File: src/rtl/gold_pkg.sv
// gold_pkg: constants and state encoding shared by the B-sequence fill controller.
package gold_pkg;
   localparam int FILL_LEN = 26;
   localparam int B20_LEN = 21;
   localparam int LEN_W = 16;
   localparam int FILL_W = $clog2(FILL_LEN + 1);
   typedef enum logic [1:0] {IDLE, FILL, RUN} state_t;
endpackage

File: src/rtl/gold_seed_piso.sv
// gold_seed_piso: parallel-load, strobe-gated right-shift seed register; bit 0 is the serial output.
module gold_seed_piso #(
   parameter int W = 26
) (
   input  logic         Clock,
   input  logic         Reset_n,
   input  logic         stb,
   input  logic         load,
   input  logic         shift,
   input  logic [W-1:0] din,
   output logic         dout
);
   logic [W-1:0] sr;
   always_ff @(posedge Clock)
      if (!Reset_n) sr <= '0;
      else if (load) sr <= din;
      else if (stb && shift) sr <= {1'b0, sr[W-1:1]};
   assign dout = sr[0];
endmodule

File: src/rtl/gold_fill_ctrl.sv
// gold_fill_ctrl: serially fills the B gold-code generator with a seed, then runs it for Run_Len chips.
// Define GOLD_FILL_REFILL_EN to reload the seed and refill at every run completion instead of idling.
module gold_fill_ctrl
   import gold_pkg::*;
(
   input  logic                Clock,
   input  logic                Reset_n,
   input  logic                Chip_Stb,
   input  logic                Start,
   input  logic                Stop,
   input  logic [FILL_LEN-1:0] Seed_B,
   input  logic [LEN_W-1:0]    Run_Len,
   output logic                Enable,
   output logic                Fill_En_B,
   output logic                New_Fill_B,
   output logic                Busy,
   output logic                Done
);
   state_t state, next;
   logic [FILL_W-1:0] fill_cnt;
   logic [LEN_W-1:0] run_cnt, run_len_q, run_inc;
   logic [FILL_LEN-1:0] load_val;
   logic accept, fill_last, run_hit, fin, load, sr0;
   assign accept = state == IDLE && Start && !Stop;
   assign fill_last = state == FILL && Chip_Stb && fill_cnt == FILL_W'(FILL_LEN - 1);
   assign run_inc = run_cnt + LEN_W'(1);
   assign run_hit = state == RUN && Chip_Stb && run_len_q != '0 && run_inc == run_len_q;
   assign fin = run_hit && !Stop;
`ifdef GOLD_FILL_REFILL_EN
   localparam state_t FIN_NEXT = FILL;
   logic [FILL_LEN-1:0] seed_q;
   always_ff @(posedge Clock)
      if (!Reset_n) seed_q <= '0;
      else if (accept) seed_q <= Seed_B;
   assign load = accept || fin;
   assign load_val = accept ? Seed_B : seed_q;
`else
   localparam state_t FIN_NEXT = IDLE;
   assign load = accept;
   assign load_val = Seed_B;
`endif
   gold_seed_piso #(.W(FILL_LEN)) u_piso (
      .Clock  (Clock),
      .Reset_n(Reset_n),
      .stb    (Chip_Stb),
      .load   (load),
      .shift  (state == FILL),
      .din    (load_val),
      .dout   (sr0)
   );
   always_ff @(posedge Clock)
      if (!Reset_n) state <= IDLE;
      else state <= next;
   // Stop outranks both a new Start and a completing run on the same cycle.
   always_comb begin
      next = Stop ? IDLE : accept ? FILL : fill_last ? RUN : fin ? FIN_NEXT : state;
   end
   always_comb begin
      Fill_En_B = state == FILL;
      Busy = state == FILL || state == RUN;
      Enable = Chip_Stb && Busy;
      New_Fill_B = Fill_En_B && sr0;
   end
   always_ff @(posedge Clock)
      if (!Reset_n) begin
         fill_cnt <= '0;
         run_cnt <= '0;
         run_len_q <= '0;
         Done <= 1'b0;
      end else begin
         Done <= fin;
         if (accept) run_len_q <= Run_Len;
         if (accept || fin) fill_cnt <= '0;
         else if (state == FILL && Chip_Stb && fill_cnt != FILL_W'(FILL_LEN)) fill_cnt <= fill_cnt + FILL_W'(1);
         if (fill_last) run_cnt <= '0;
         else if (state == RUN && Chip_Stb && run_cnt != '1) run_cnt <= run_inc;
      end
endmodule

File: config.mk
export PLATFORM = sky130hd
export DESIGN_NAME = gold_fill_ctrl
export DESIGN_NICKNAME = d
export VERILOG_FILES = /design/src/rtl/gold_pkg.sv /design/src/rtl/gold_seed_piso.sv /design/src/rtl/gold_fill_ctrl.sv
export SDC_FILE = /design/constraint.sdc
export NUM_CORES = 1
export LEC_CHECK = 0
export BUFFER_PORTS_ARGS = -buffer_cell sky130_fd_sc_hd__buf_2
export CAP_MARGIN = 20
export CORE_MARGIN = 5
export CORE_UTILIZATION = 40
export DETAILED_ROUTE_END_ITERATION = 12
export PLACE_DENSITY_LB_ADDON = 0.3
export SLEW_MARGIN = 10
export SYNTH_ARGS = -nofsm -noshare
export SYNTH_HDL_FRONTEND = slang
export SYNTH_HIERARCHICAL = 1
export SYNTH_SLANG_ARGS = --single-unit
File: constraint.sdc
create_clock -name Clock -period 2.6 [get_ports Clock]
set_clock_uncertainty 0.15 [all_clocks]
set_input_delay 0.13 -clock Clock [delete_from_list [all_inputs] [get_ports Clock]]
set_output_delay 0.13 -clock Clock [all_outputs]
set_load 0.05 [all_outputs]
* Word level (Yosys, flattened, before mapping) *
Cells that the tools add are included.
W data, S select, Z words.

word-level totals
  bits in registers = 66
  bits in latches = 0
  bits in writable memories = 0
  ROM bits = 0
  bits of input ports = 47
  word-level logic and storage cells = 45
  memories = 0

operators by class
  add/sub/neg operators = 2
  $mul = 0
  div/mod/pow operators = 0
  order comparisons = 0
  eq/ne operators = 6
  shift operators = 0
  multiplexer cells = 5
  bitwise operators = 1
  reductions and logical operators = 24

operators with widths
  operator                 number
  $mux W26                 2
  $add A16 B1 Y16 const B  1
  $eq A16 B16 Y1           1
  $ne A16 B16 Y1 const B   1
  $reduce_bool A16 Y1      1
  $logic_and A1 B1 Y1      12
  $reduce_or A2 Y1         3
  $add A5 B1 Y5 const B    1
  $eq A5 B5 Y1 const B     1
  $ne A5 B5 Y1 const B     1
  $mux W2                  2
  $reduce_bool A2 Y1       2
  $reduce_bool A3 Y1       1
  $reduce_or A3 Y1         1
  $eq A2 B1 Y1 const B     1
  $eq A2 B2 Y1 const B     1
  $logic_not A2 Y1         1
  $logic_or A1 B1 Y1       2
  $logic_not A1 Y1         1
  $mux W1                  1
  $not A1 Y1               1

* Logic depth before layout (Yosys ltp) *
  word-level depth = 8
  gate-level depth with buffers = 11

* Modules after synthesis *
The synthesis kept the hierarchy.

modules (own cells, without submodules)
  module          instances  cells an instance  area each (um^2)  seq. area each (um^2)
  gold_fill_ctrl  1          304                2371.0            800.8
  gold_seed_piso  1          115                1122.3            520.5

* Worst setup path after synthesis *
No wires, ideal clock.

  path type = flip-flop to flip-flop
  start point = reg state[0]
  end point = reg u_piso.sr[18]
  arrival time = 1.884 ns
  path slack = 0.434 ns
  stages on the path, launching flop included = 12
  path buffers = 3
  clock period less this slack = 2.166 ns
  cell sequence = dfxtp_1 > inv_1 > ha_1 > nand2_1 > or2_2 > clkbuf_1 > clkinv_1 > buf_1 > inv_1 > buf_2 > o21ai_0 > a21oi_1

between the ends
  word-level cells in the longest chain between the ends = 4
  elaborated cells on any way between the ends = 7
  those cells by class = eq/ne (1); mux (1); reduce/logical (5)

RTL lines
  element                                                RTL line              text
  from (decl)                                            gold_fill_ctrl.sv:19  state_t state, next;
  from (signal assigned)                                 gold_fill_ctrl.sv:53  else state <= next;
  $logic_not A2 Y1 (*)                                   gold_fill_ctrl.sv:24  assign accept = state == IDLE && Start && !Stop;
  $logic_and A1 B1 Y1 (*) (2 in series)                  gold_fill_ctrl.sv:24
  via accept                                             gold_fill_ctrl.sv:23  logic accept, fill_last, run_hit, fin, load, sr0;
  $mux W26 / $reduce_bool A2 Y1 (equally long branches)  -
  to (signal assigned)                                   gold_seed_piso.sv:16  else if (load) sr <= din;
  to (signal assigned)                                   gold_seed_piso.sv:17  else if (stb && shift) sr <= {1'b0, sr[W-1:1]};
  to (decl)                                              gold_seed_piso.sv:13  logic [W-1:0] sr;

Mark *: on every way through the listed nets, which the timed path passes. The rest lies on a longest branch.
A chain may end at the register's enable or synchronous reset.

* Worst setup path in the final report *
  start point = reg run_cnt[2]
  end point = reg Done

between the ends
  word-level cells in the longest chain between the ends = 4

RTL lines
  element                 RTL line              text
  from (decl)             gold_fill_ctrl.sv:21  logic [LEN_W-1:0] run_cnt, run_len_q, run_inc;
  from (signal assigned)  gold_fill_ctrl.sv:76  else if (state == RUN && Chip_Stb && run_cnt != '1) run_cnt <= run_inc;
  $add A16 B1 Y16         gold_fill_ctrl.sv:26  assign run_inc = run_cnt + LEN_W'(1);
  $eq A16 B16 Y1          gold_fill_ctrl.sv:27  assign run_hit = state == RUN && Chip_Stb && run_len_q != '0 && run_inc == run_len_q;
  $logic_and A1 B1 Y1     gold_fill_ctrl.sv:27
  $logic_and A1 B1 Y1     gold_fill_ctrl.sv:28  assign fin = run_hit && !Stop;
  to (signal assigned)    gold_fill_ctrl.sv:71  Done <= fin;
  to (decl)               gold_fill_ctrl.sv:17  output logic Done

Every way passes these cells.

==> results.py <==
metrics = {
    "pwr": {
        "combPwrFrac_pct": 11.4,
        "power.density_nw_per_um2": 521,
        "total_power_mw": 2.32,
        "intPower_mw": 1.74,
        "netSwitchingFraction_pct": 25.1,
        "clkPwrFrac_pct": 41.9,
        "seq_power_share_pct": 46.7,
        "ir_drop_v": 0.000341,
        "p_leak_nw": 1.91,
        "switchingPower_mw": 0.584,
    },
    "sta": {
        "worst_pin_slew_ns": 0.594,
        "setup_slack_ns": 0.214,
        "relSlewSlack_pct": 60.3,
        "fin_tns_setup_ns": 0,
        "finalSetupViolCount": 0,
        "drv_slew": 0,
        "fmax_ghz": 0.419,
        "grt_setup_unrepaired": "false",
        "hold_viol": 0,
        "final.period_utilization_pct": 91.8,
        "period_needed_ns": 2.39,
    },
    "route": {
        "postRouteAntennaNets": 0,
        "drc": 0,
        "dr_total_vias": 3203,
        "post_drt_via_cell_ratio": 5.20,
        "drtIter0Drc": 138,
        "dr.pass1.iters": 4,
        "finalWirelength_um": 8580,
        "wl_per_cell_um": 13.9,
    },
    "clock_network": {
        "clk_latency_ns": 0.34,
        "cts_tree": "built",
        "cts_buffer_depth": 2,
        "numCtsBuffers": 9,
        "root_buffer": "clkbuf_8",
        "clkTransAtPathRegs_ns": 0.08,
        "h-tree-depth": 3,
        "clock_sinks": 66,
    },
    "yosys": {
        "async_reset_ff_share_pct": 0,
        "synth_top_area_share_pct": 37.8,
        "ys_types": 49,
        "synth_most_common_cell": "dfxtp_1",
        "avgSynthCellArea_um2": 8.34,
        "synth.top_cells.by_count": "66 x dfxtp_1, 57 x nand2_1, 33 x a21oi_1, 31 x o21ai_0, 27 x mux2i_1",
        "syn_inst": 419,
        "synth_edf_count": 0,
        "syn_area_um2": 3490,
        "ys_ff_latch": 66,
        "synth.yosys.seq_area_share_pct": 37.8,
        "synth_ff_type": "dfxtp_1",
        "yosysWarnings": 6,
        "synth_top_area_cell": "dfxtp_1",
        "synth_area_leaders": "dfxtp_1 38%, mux2i_1 7.7%, nand2_1 6.1%",
        "syn-num-nets": 473,
    },
    "global_route": {
        "grt_use_total_pct": 16.9,
        "antenna_found_initial": 0,
        "use_met1_pct": 20.8,
        "grt_pass1_wl_um": 14300,
        "grt_util_met2_pct": 28.2,
        "use_met3_pct": 5.43,
        "grt_pass1_vias": 3068,
        "grt_busiest_layer": "met2",
        "overflow": 0,
        "grt_max_degree": 52,
    },
    "floorplan": {
        "rows": 34,
        "die-width_um": 103,
        "die-area_um2": 10700,
        "coreArea_um2": 8640,
        "start_util_pct": 40.5,
        "io_pins": 52,
        "die_y_um": 103,
    },
    "setup_path": {
        "critical_path.max_fanout": 10,
        "path_class": "register to register",
        "crit_arrival_ns": 2.53,
        "crit_path_max_incr_delay_ns": 0.46,
        "cp-end-kind": "register",
        "required_ns": 2.74,
        "reg2regPathDepth": 8,
        "cpMostUsedCell": "buf_4",
        "path_cells": "nand4_1, buf_4, nor4_2, xnor2_1, nand2_1, nor4bb_2, buf_4, and3_1",
        "start_kind": "register",
        "cp_slowest_cell": "dfxtp_1",
    },
    "place": {
        "hpwl_um": 5660,
        "io_buffers": 51,
        "gp_congestion": 0.885,
        "place_area_um2": 3780,
        "dp_slack_ns": 0.0945,
        "placedCellCount": 556,
    },
    "cells_and_area": {
        "drive_gt1_share_pct": 16.7,
        "instances_no_fill": 616,
        "fill_cells": 799,
        "diodes": 0,
        "syn_to_final_growth_pct": 27.7,
        "final_net_count": 557,
        "final_area_um2": 4460,
    },
    "worst_hold_path": {
        "hold_path.class": "input pin to register",
        "min_path_cells": 4,
    },
    "run_status": {
        "status": "finished clean",
    },
    "job": {
        "maxCapViolations": 0,
    },
}
==> critical path: cells and delay by family (launching register included) <==
| family | cells | cell delay, ns |
|---|---|---|
| buffers and inverters | 2 | 0.41 |
| and+or+nand+nor | 5 | 1.14 |
| xor gates and xnor gates | 1 | 0.17 |
| DFF | 1 | 0.46 |
==> through the flow <==
step	hold WS, ns	utilization, %
2_1_floorplan	0.118	-
3_3_place_gp	0.232	43.8
3_5_place_dp	0.239	43.8
4_1_cts	0.0263	51.5
5_1_grt	0.0525	51.6
6_report	0.0441	51.6
==> per-layer routing <==
metal  up-vias  share of wire, %
met5         -                 0
met4         0               2.0
met3        19               5.5
met2        86                47
met1      1458                45
li1       1640                 -
==> sequential cells by signal (all words and copies together), names as in the netlist <==
signal     count
fill_cnt       5
run_len_q     16
run_cnt       16
u_piso/sr     26
Done           1
state          2
==> kinds of logic after synthesis <==
logic type,Yosys count,share of synthesized area (%)
AOI/OAI and AO/OA,98,16.6
xor gates and xnor gates,33,8.27
adders and majority gates,7,2.51
buffers and inverters,38,5.55
DFF,66,37.8
muxes,27,7.74
and+or+nand+nor,150,21.5
==> power groups by stage <==
stage               sequential (mW)  combinational (mW)  clock, mW
floorplan                      1.10               0.148          0
global placement               1.11               0.207          0
detailed placement             1.11               0.211          0
CTS                            1.08               0.261      0.999
global route                   1.09               0.297       1.04
finish                         1.08               0.265      0.974
==> final timing paths <==
| check | startpoint | endpoint | slack (ns) |
|---|---|---|---|
| worst max-delay path | run_cnt[2] | Done | 0.21 |
| worst min-delay path | Reset_n | state[0] | 0.04 |
| worst max register to register | run_cnt[2] | Done | 0.21 |
| worst min register to register | u_piso/sr[25] | u_piso/sr[25] | 0.33 |
==> timing repair <==
item	CTS	global route
hold buffers	44	0
buffers inserted	0	0
endpoints found under the setup margin	0	8
gates resized for setup	0	5
hold endpoints to repair	43	0
==> cell usage in the layout, fill, tap and decap left out, types with 7 or more instances in the layout <==
cell type	synthesis	layout
clkbuf_8	0	9
o21ai_0	31	31
xnor2_1	13	13
nor4_1	7	7
dlygate4sd3_1	0	44
inv_1	7	7
a21boi_0	17	17
buf_4	2	8
and3_1	8	8
xor2_1	20	20
nand4_1	7	7
nand3_1	21	21
a21oi_1	33	33
buf_2	7	51
dfxtp_1	66	63
mux2i_1	27	27
nand2_1	57	57
nor2_1	23	23
==> layout make-up <==
type | instances | area (um^2) | area share (%)
Inverter | 8 | 30.0 | 0.673
Multi-Input combinational cell | 315 | 1990 | 44.6
Clock inverter | 7 | 103 | 2.30
Timing Repair Buffer | 103 | 756 | 16.9
Sequential cell | 66 | 1330 | 29.7
Tap cell | 108 | 135 | 3.03
Clock buffer | 9 | 124 | 2.78
Power figures use the tool's default switching activity.
